File: config.mk
export PLATFORM = sky130hd
export DESIGN_NAME = phase_sequencer
export DESIGN_NICKNAME = d
export VERILOG_FILES = /design/src/rtl/phase_sequencer.sv
export SDC_FILE = /design/constraint.sdc
export NUM_CORES = 1
export LEC_CHECK = 0
export CORE_MARGIN = 2
export CORE_UTILIZATION = 35
export CTS_CLUSTER_SIZE = 30
export DETAILED_ROUTE_END_ITERATION = 8
export PLACE_DENSITY = 0.68
export SYNTH_ARGS = -nofsm -noshare
export SYNTH_HDL_FRONTEND = slang
export SYNTH_SLANG_ARGS = --single-unit
File: constraint.sdc
create_clock -name clock -period 1.81 [get_ports clock]
set_clock_uncertainty 0.1 [all_clocks]
set_input_delay 0.362 -clock clock [delete_from_list [all_inputs] [get_ports clock]]
set_output_delay 0.362 -clock clock [all_outputs]
set_load 0.02 [all_outputs]
File: src/rtl/phase_sequencer.sv
// Phase sequencer: replaces derived instruction/memory clocks with one-cycle
// enable strobes on the system clock, with hold, wait-timeout and halt control.
module phase_sequencer #(
   parameter int unsigned HOLD_CYCLES = 4,
   parameter int unsigned WAIT_LIMIT  = 15,
   parameter int unsigned CNT_WIDTH   = 16
) (
   input  logic                 clock,
   input  logic                 reset,
   input  logic                 mem_req,
   input  logic                 mem_ready,
   input  logic                 halt_req,
   input  logic                 resume,
   output logic                 instr_en,
   output logic                 mem_en,
   output logic                 mem_wait,
   output logic                 halted,
   output logic                 timeout,
   output logic [CNT_WIDTH-1:0] instr_count
);

   localparam int unsigned HOLD_W = (HOLD_CYCLES > 1) ? $clog2(HOLD_CYCLES) : 1;
   localparam int unsigned WAIT_W = (WAIT_LIMIT > 0) ? $clog2(WAIT_LIMIT + 1) : 1;
   localparam logic [HOLD_W-1:0] HOLD_LAST = HOLD_W'(HOLD_CYCLES - 1);
   localparam logic [WAIT_W-1:0] WAIT_MAX  = WAIT_W'(WAIT_LIMIT);

   typedef enum logic [2:0] {
      S_HOLD,
      S_FETCH,
      S_EXEC,
      S_MEM,
      S_WAIT,
      S_HALT
   } state_t;

   state_t              state, state_nxt;
   logic [HOLD_W-1:0]   hold_cnt, hold_cnt_nxt;
   logic [WAIT_W-1:0]   wait_cnt, wait_cnt_nxt;
   logic                halt_pending, halt_pending_nxt;
   logic                timeout_nxt;
   logic                retire;
   logic                halt_now;

   // A halt request on the leaving edge counts as already pending.
   assign halt_now = halt_pending | halt_req;

   always_comb begin
      state_nxt        = state;
      hold_cnt_nxt     = hold_cnt;
      wait_cnt_nxt     = wait_cnt;
      halt_pending_nxt = halt_pending;
      timeout_nxt      = timeout;
      retire           = 1'b0;
      case (state)
         S_HOLD: begin
            if (hold_cnt == HOLD_LAST) begin
               state_nxt    = S_FETCH;
               hold_cnt_nxt = '0;
            end else begin
               hold_cnt_nxt = hold_cnt + 1'b1;
            end
         end
         S_FETCH: begin
            halt_pending_nxt = halt_now;
            state_nxt        = S_EXEC;
         end
         S_EXEC: begin
            halt_pending_nxt = halt_now;
            if (mem_req) begin
               state_nxt = S_MEM;
            end else begin
               retire    = 1'b1;
               state_nxt = halt_now ? S_HALT : S_FETCH;
            end
         end
         S_MEM: begin
            halt_pending_nxt = halt_now;
            if (mem_ready) begin
               retire    = 1'b1;
               state_nxt = halt_now ? S_HALT : S_FETCH;
            end else begin
               state_nxt    = S_WAIT;
               wait_cnt_nxt = WAIT_W'(1);
            end
         end
         S_WAIT: begin
            halt_pending_nxt = halt_now;
            if (mem_ready) begin
               retire    = 1'b1;
               state_nxt = halt_now ? S_HALT : S_FETCH;
            end else if ((WAIT_LIMIT != 0) && (wait_cnt == WAIT_MAX)) begin
               timeout_nxt = 1'b1;
               state_nxt   = S_HALT;
            end else begin
               wait_cnt_nxt = wait_cnt + 1'b1;
            end
         end
         S_HALT: begin
            if (resume) begin
               state_nxt   = S_FETCH;
               timeout_nxt = 1'b0;
            end
         end
         default: state_nxt = S_HOLD;
      endcase
      // Entering HALT consumes the pending request.
      if ((state_nxt == S_HALT) && (state != S_HALT)) begin
         halt_pending_nxt = 1'b0;
      end
   end

   always_ff @(posedge clock or posedge reset) begin
      if (reset) begin
         state        <= S_HOLD;
         hold_cnt     <= '0;
         wait_cnt     <= '0;
         halt_pending <= 1'b0;
         timeout      <= 1'b0;
         instr_count  <= '0;
      end else begin
         state        <= state_nxt;
         hold_cnt     <= hold_cnt_nxt;
         wait_cnt     <= wait_cnt_nxt;
         halt_pending <= halt_pending_nxt;
         timeout      <= timeout_nxt;
         if (retire) begin
            instr_count <= instr_count + 1'b1;
         end
      end
   end

   // Strobes are registered copies of the next-state decode.
   always_ff @(posedge clock or posedge reset) begin
      if (reset) begin
         instr_en <= 1'b0;
         mem_en   <= 1'b0;
         mem_wait <= 1'b0;
         halted   <= 1'b0;
      end else begin
         instr_en <= (state_nxt == S_FETCH);
         mem_en   <= (state_nxt == S_MEM);
         mem_wait <= (state_nxt == S_WAIT);
         halted   <= (state_nxt == S_HALT);
      end
   end

endmodule

==> key figures <==
Critical path
  – Critical Path Stages: 5
  – Top fanout value on the critical path: 4
  – Crit path arrival time: 1.87 ns
  – Crit path max-delay family: simple AND/OR/NAND/NOR gates
  – Startpoint types: register
  – Cells along the critical path: nand2b_4 > or4_4 > o211ai_4 > nand3_4 > mux2_4
  – Critical Path RT: about 1.9 ns
  – Worst Path Buf+Inv: 0
  – Worst setup EP type: register
  – Slowest CP cell: or4_4
  – Critical Setup Path Class: reg2reg
  – CP max stage delay: about 0.5 ns
  – Reg2Reg Depth: 5

Drt
  – WL met1: 1400 um
  – Max layer used: met4
  – WL met2: between 1500 and 2000 um
  – First DRT Iteration DRCs: between 80 and 90
  – DR DRC count: 0
  – Met3 routed WL: 114 um
  – Via count: around 1200
  – Routed wire length: ~3300 um
  – Routed len/inst: ~13 um
  – Drt pass-1 iters: 4
  – Vias per cell: just under 5
  – DRT antenna net count: 0

Timing
  – Fin. Hold Viols: 0
  – F_max: ~550 MHz
  – Unrepaired setup endpoints after global routing: yes
  – Slew HR: 0.737
  – Final setup viols: 0
  – Slew of the pin with the lowest slew margin: around 0.39 ns
  – Minimum clock period: around 1.8 ns
  – Period utilization: 0.999
  – Max-slew violations: 0

Logic synthesis
  – Yosys top cell by area: dfrtp_1
  – Warnings, synthesis: 0
  – Post-synth EDFFs: 0
  – Most common cell in the netlist: dfrtp_1
  – Seq/Total Area, Yosys: 0.503
  – Most frequent cells after synthesis: 31 x dfrtp_1, 13 x nand2_1, 11 x nor2_1
  – Post-Syn Nets: between 100 and 150
  – Asr flop ratio synth: 1.00
  – Main flop type after synthesis: dfrtp_1
  – Yosys top cell area share: 0.503
  – Cell Area, Synth: about 1500 um^2
  – Post-synthesis cell type count: 36
  – Register bit total from synthesis: 31
  – Synthesized area per cell: about 11 um^2
  – Top cells by area, synth: dfrtp_1 50%, xnor2_1 5.7%, nand2_1 3.2%
  – Gate Count Post-Synth: approximately 140

Pwr
  – Pwr per Cell Area: 1350 nW/um^2
  – Leakage: about 1.1 nW
  – Maximum VDD drop: 0.649 mV

Clock tree
  – Root Buffer: clkbuf_8
  – Clock buffer count from CTS: 5
  – CTS tree: built
  – Clock sinks: 31
  – H-tree Lvls: 2
  – Clk Latency, worst-skew pair: roughly 0.28 ns
  – Max Root-Sink Buffers: 2
  – Clock transition at the registers of the reported paths: roughly 0.060 ns
  – CTS hold repair buffers: 0

Worst hold path
  – Hold/Removal Path Class: in2async

Finish
  – Area Growth Syn to Fin: 42.5%
  – Final #Nets: ~210
  – Fin util: 0.512
  – Share of cells above drive strength 1: 0.289
  – # diodes: 0
  – Fin cells: 249

Run
  – Number of max-cap violations: 0

Global route
  – Global route overflow: 0
  – Initial antenna violation count: 0
  – Total GRT Usage: 0.142
  – Largest net degree at the start of global routing: 32
  – Vias in the first global route: approximately 1200
  – First-pass GRT wire length: between 5000 and 6000 um

Floorplan
  – Die area: between 4000 and 5000 um^2
  – Core area: 4290 um^2
  – Die X-Extent: 70.4 um
  – IO Pins: 27
  – Height of the die: 70.4 um
  – Cell Rows: 24
  – Initial Util: 0.359

Placed design
  – Final GP Congestion: ~0.85
  – DP Cell Count: between 200 and 250
  – Port Buffers: 26
  – DPL Wire Length: between 2000 and 2500 um

Run status
  – Status: complete, no violations
worst register-to-register path: cells and delay by family (launching register included):
kind            cells  cell delay, ns
compound gates      1            0.13
mux                 1            0.30
simple gates        3            0.75
flops               1            0.41
registers in the layout (all words and copies together) (netlist names):
| name | cells |
|---|---|
| mem_wait | 1 |
| wait_cnt | 4 |
| mem_en | 1 |
| timeout | 1 |
| instr_en | 1 |
| halted | 1 |
| halt_pending | 1 |
| instr_count | 16 |
| hold_cnt | 2 |
| state | 3 |
cell usage in the layout (no fill, tap or decap), types with 5 or more instances in the layout:
master | synthesis | layout
nand2b_1 | 6 | 5
clkbuf_8 | 0 | 5
nand2_1 | 13 | 13
dfrtp_1 | 31 | 29
xnor2_1 | 10 | 10
nand3_1 | 6 | 6
clkdlybuf4s50_1 | 0 | 18
inv_1 | 6 | 6
nor2_1 | 11 | 9
xor2_1 | 5 | 5
buf_4 | 1 | 27
logic make-up (layout without fill, tap and decap cells):
logic type / Yosys count / in the layout / synth area share
simple gates: 59 / 59 / 0.239
fa+ha+maj: 3 / 3 / 0.0243
compound gates: 15 / 15 / 0.0746
buf+inv: 10 / 68 / 0.0292
xor+xnor: 15 / 15 / 0.0852
mux: 6 / 6 / 0.0446
flops: 31 / 31 / 0.503
through the flow:
stage / setup WS [ns] / cell area (um^2) / hold WS [ns] / power [mW] / TNS [ns]
global placement: -0.255 / 2020 / 0.357 / 2.33 / -3.73
finish: 0.00237 / 2200 / 0.369 / 2.96 / 0
detailed placement: -0.324 / 2020 / 0.378 / 2.39 / -4.65
floorplan: -0.0261 / 1550 / 0.357 / 1.84 / -0.0373
global route: -0.0581 / 2200 / 0.420 / 3.17 / -0.307
CTS: 0.000775 / 2100 / 0.382 / 2.88 / 0
power by group:
part | internal [mW] | switching, mW | total, mW
Clock | 0.256 | 0.239 | 0.495
Sequential | 0.878 | 0.206 | 1.08
Combinational | 0.759 | 0.622 | 1.38
layer usage:
| metal | vias to the layer above | GRT usage |
|---|---|---|
| met5 | - | 0 |
| met4 | 0 | 0.0769 |
| met3 | 5 | 0.0375 |
| met2 | 26 | 0.247 |
| met1 | 593 | 0.155 |
| li1 | 592 | - |
timing repair:
item                                    CTS  global route
pin swaps                                 1             5
endpoints found under the setup margin    9            18
resized for setup                         6            17
setup buffers                             1             6
layout make-up:
class,instances,area [um^2]
multi-input cells,98,758
well taps,52,65.1
flip-flops and latches,31,778
repair buffers,56,502
inverters,6,22.5
fillers,388,2100
clock buffers,6,72.6
worst paths after layout:
| check | start | end | slack (ns) |
|---|---|---|---|
| max reg2reg | state[2]$_DFF_PP0_ | wait_cnt[0]$_DFFE_PP0P_ | 0.002 |
| min | reset | instr_count[5]$_DFFE_PP0P_ | 0.37 |
| max | state[2]$_DFF_PP0_ | wait_cnt[0]$_DFFE_PP0P_ | 0.002 |
| min reg2reg | instr_count[15]$_DFFE_PP0P_ | instr_count[15]$_DFFE_PP0P_ | 0.39 |
| max in group asynchronous | reset | state[1]$_DFF_PP0_ | 0.94 |
| min in group clock | instr_count[15]$_DFFE_PP0P_ | instr_count[15]$_DFFE_PP0P_ | 0.39 |
No activity file was read; power rests on OpenSTA's default activity.
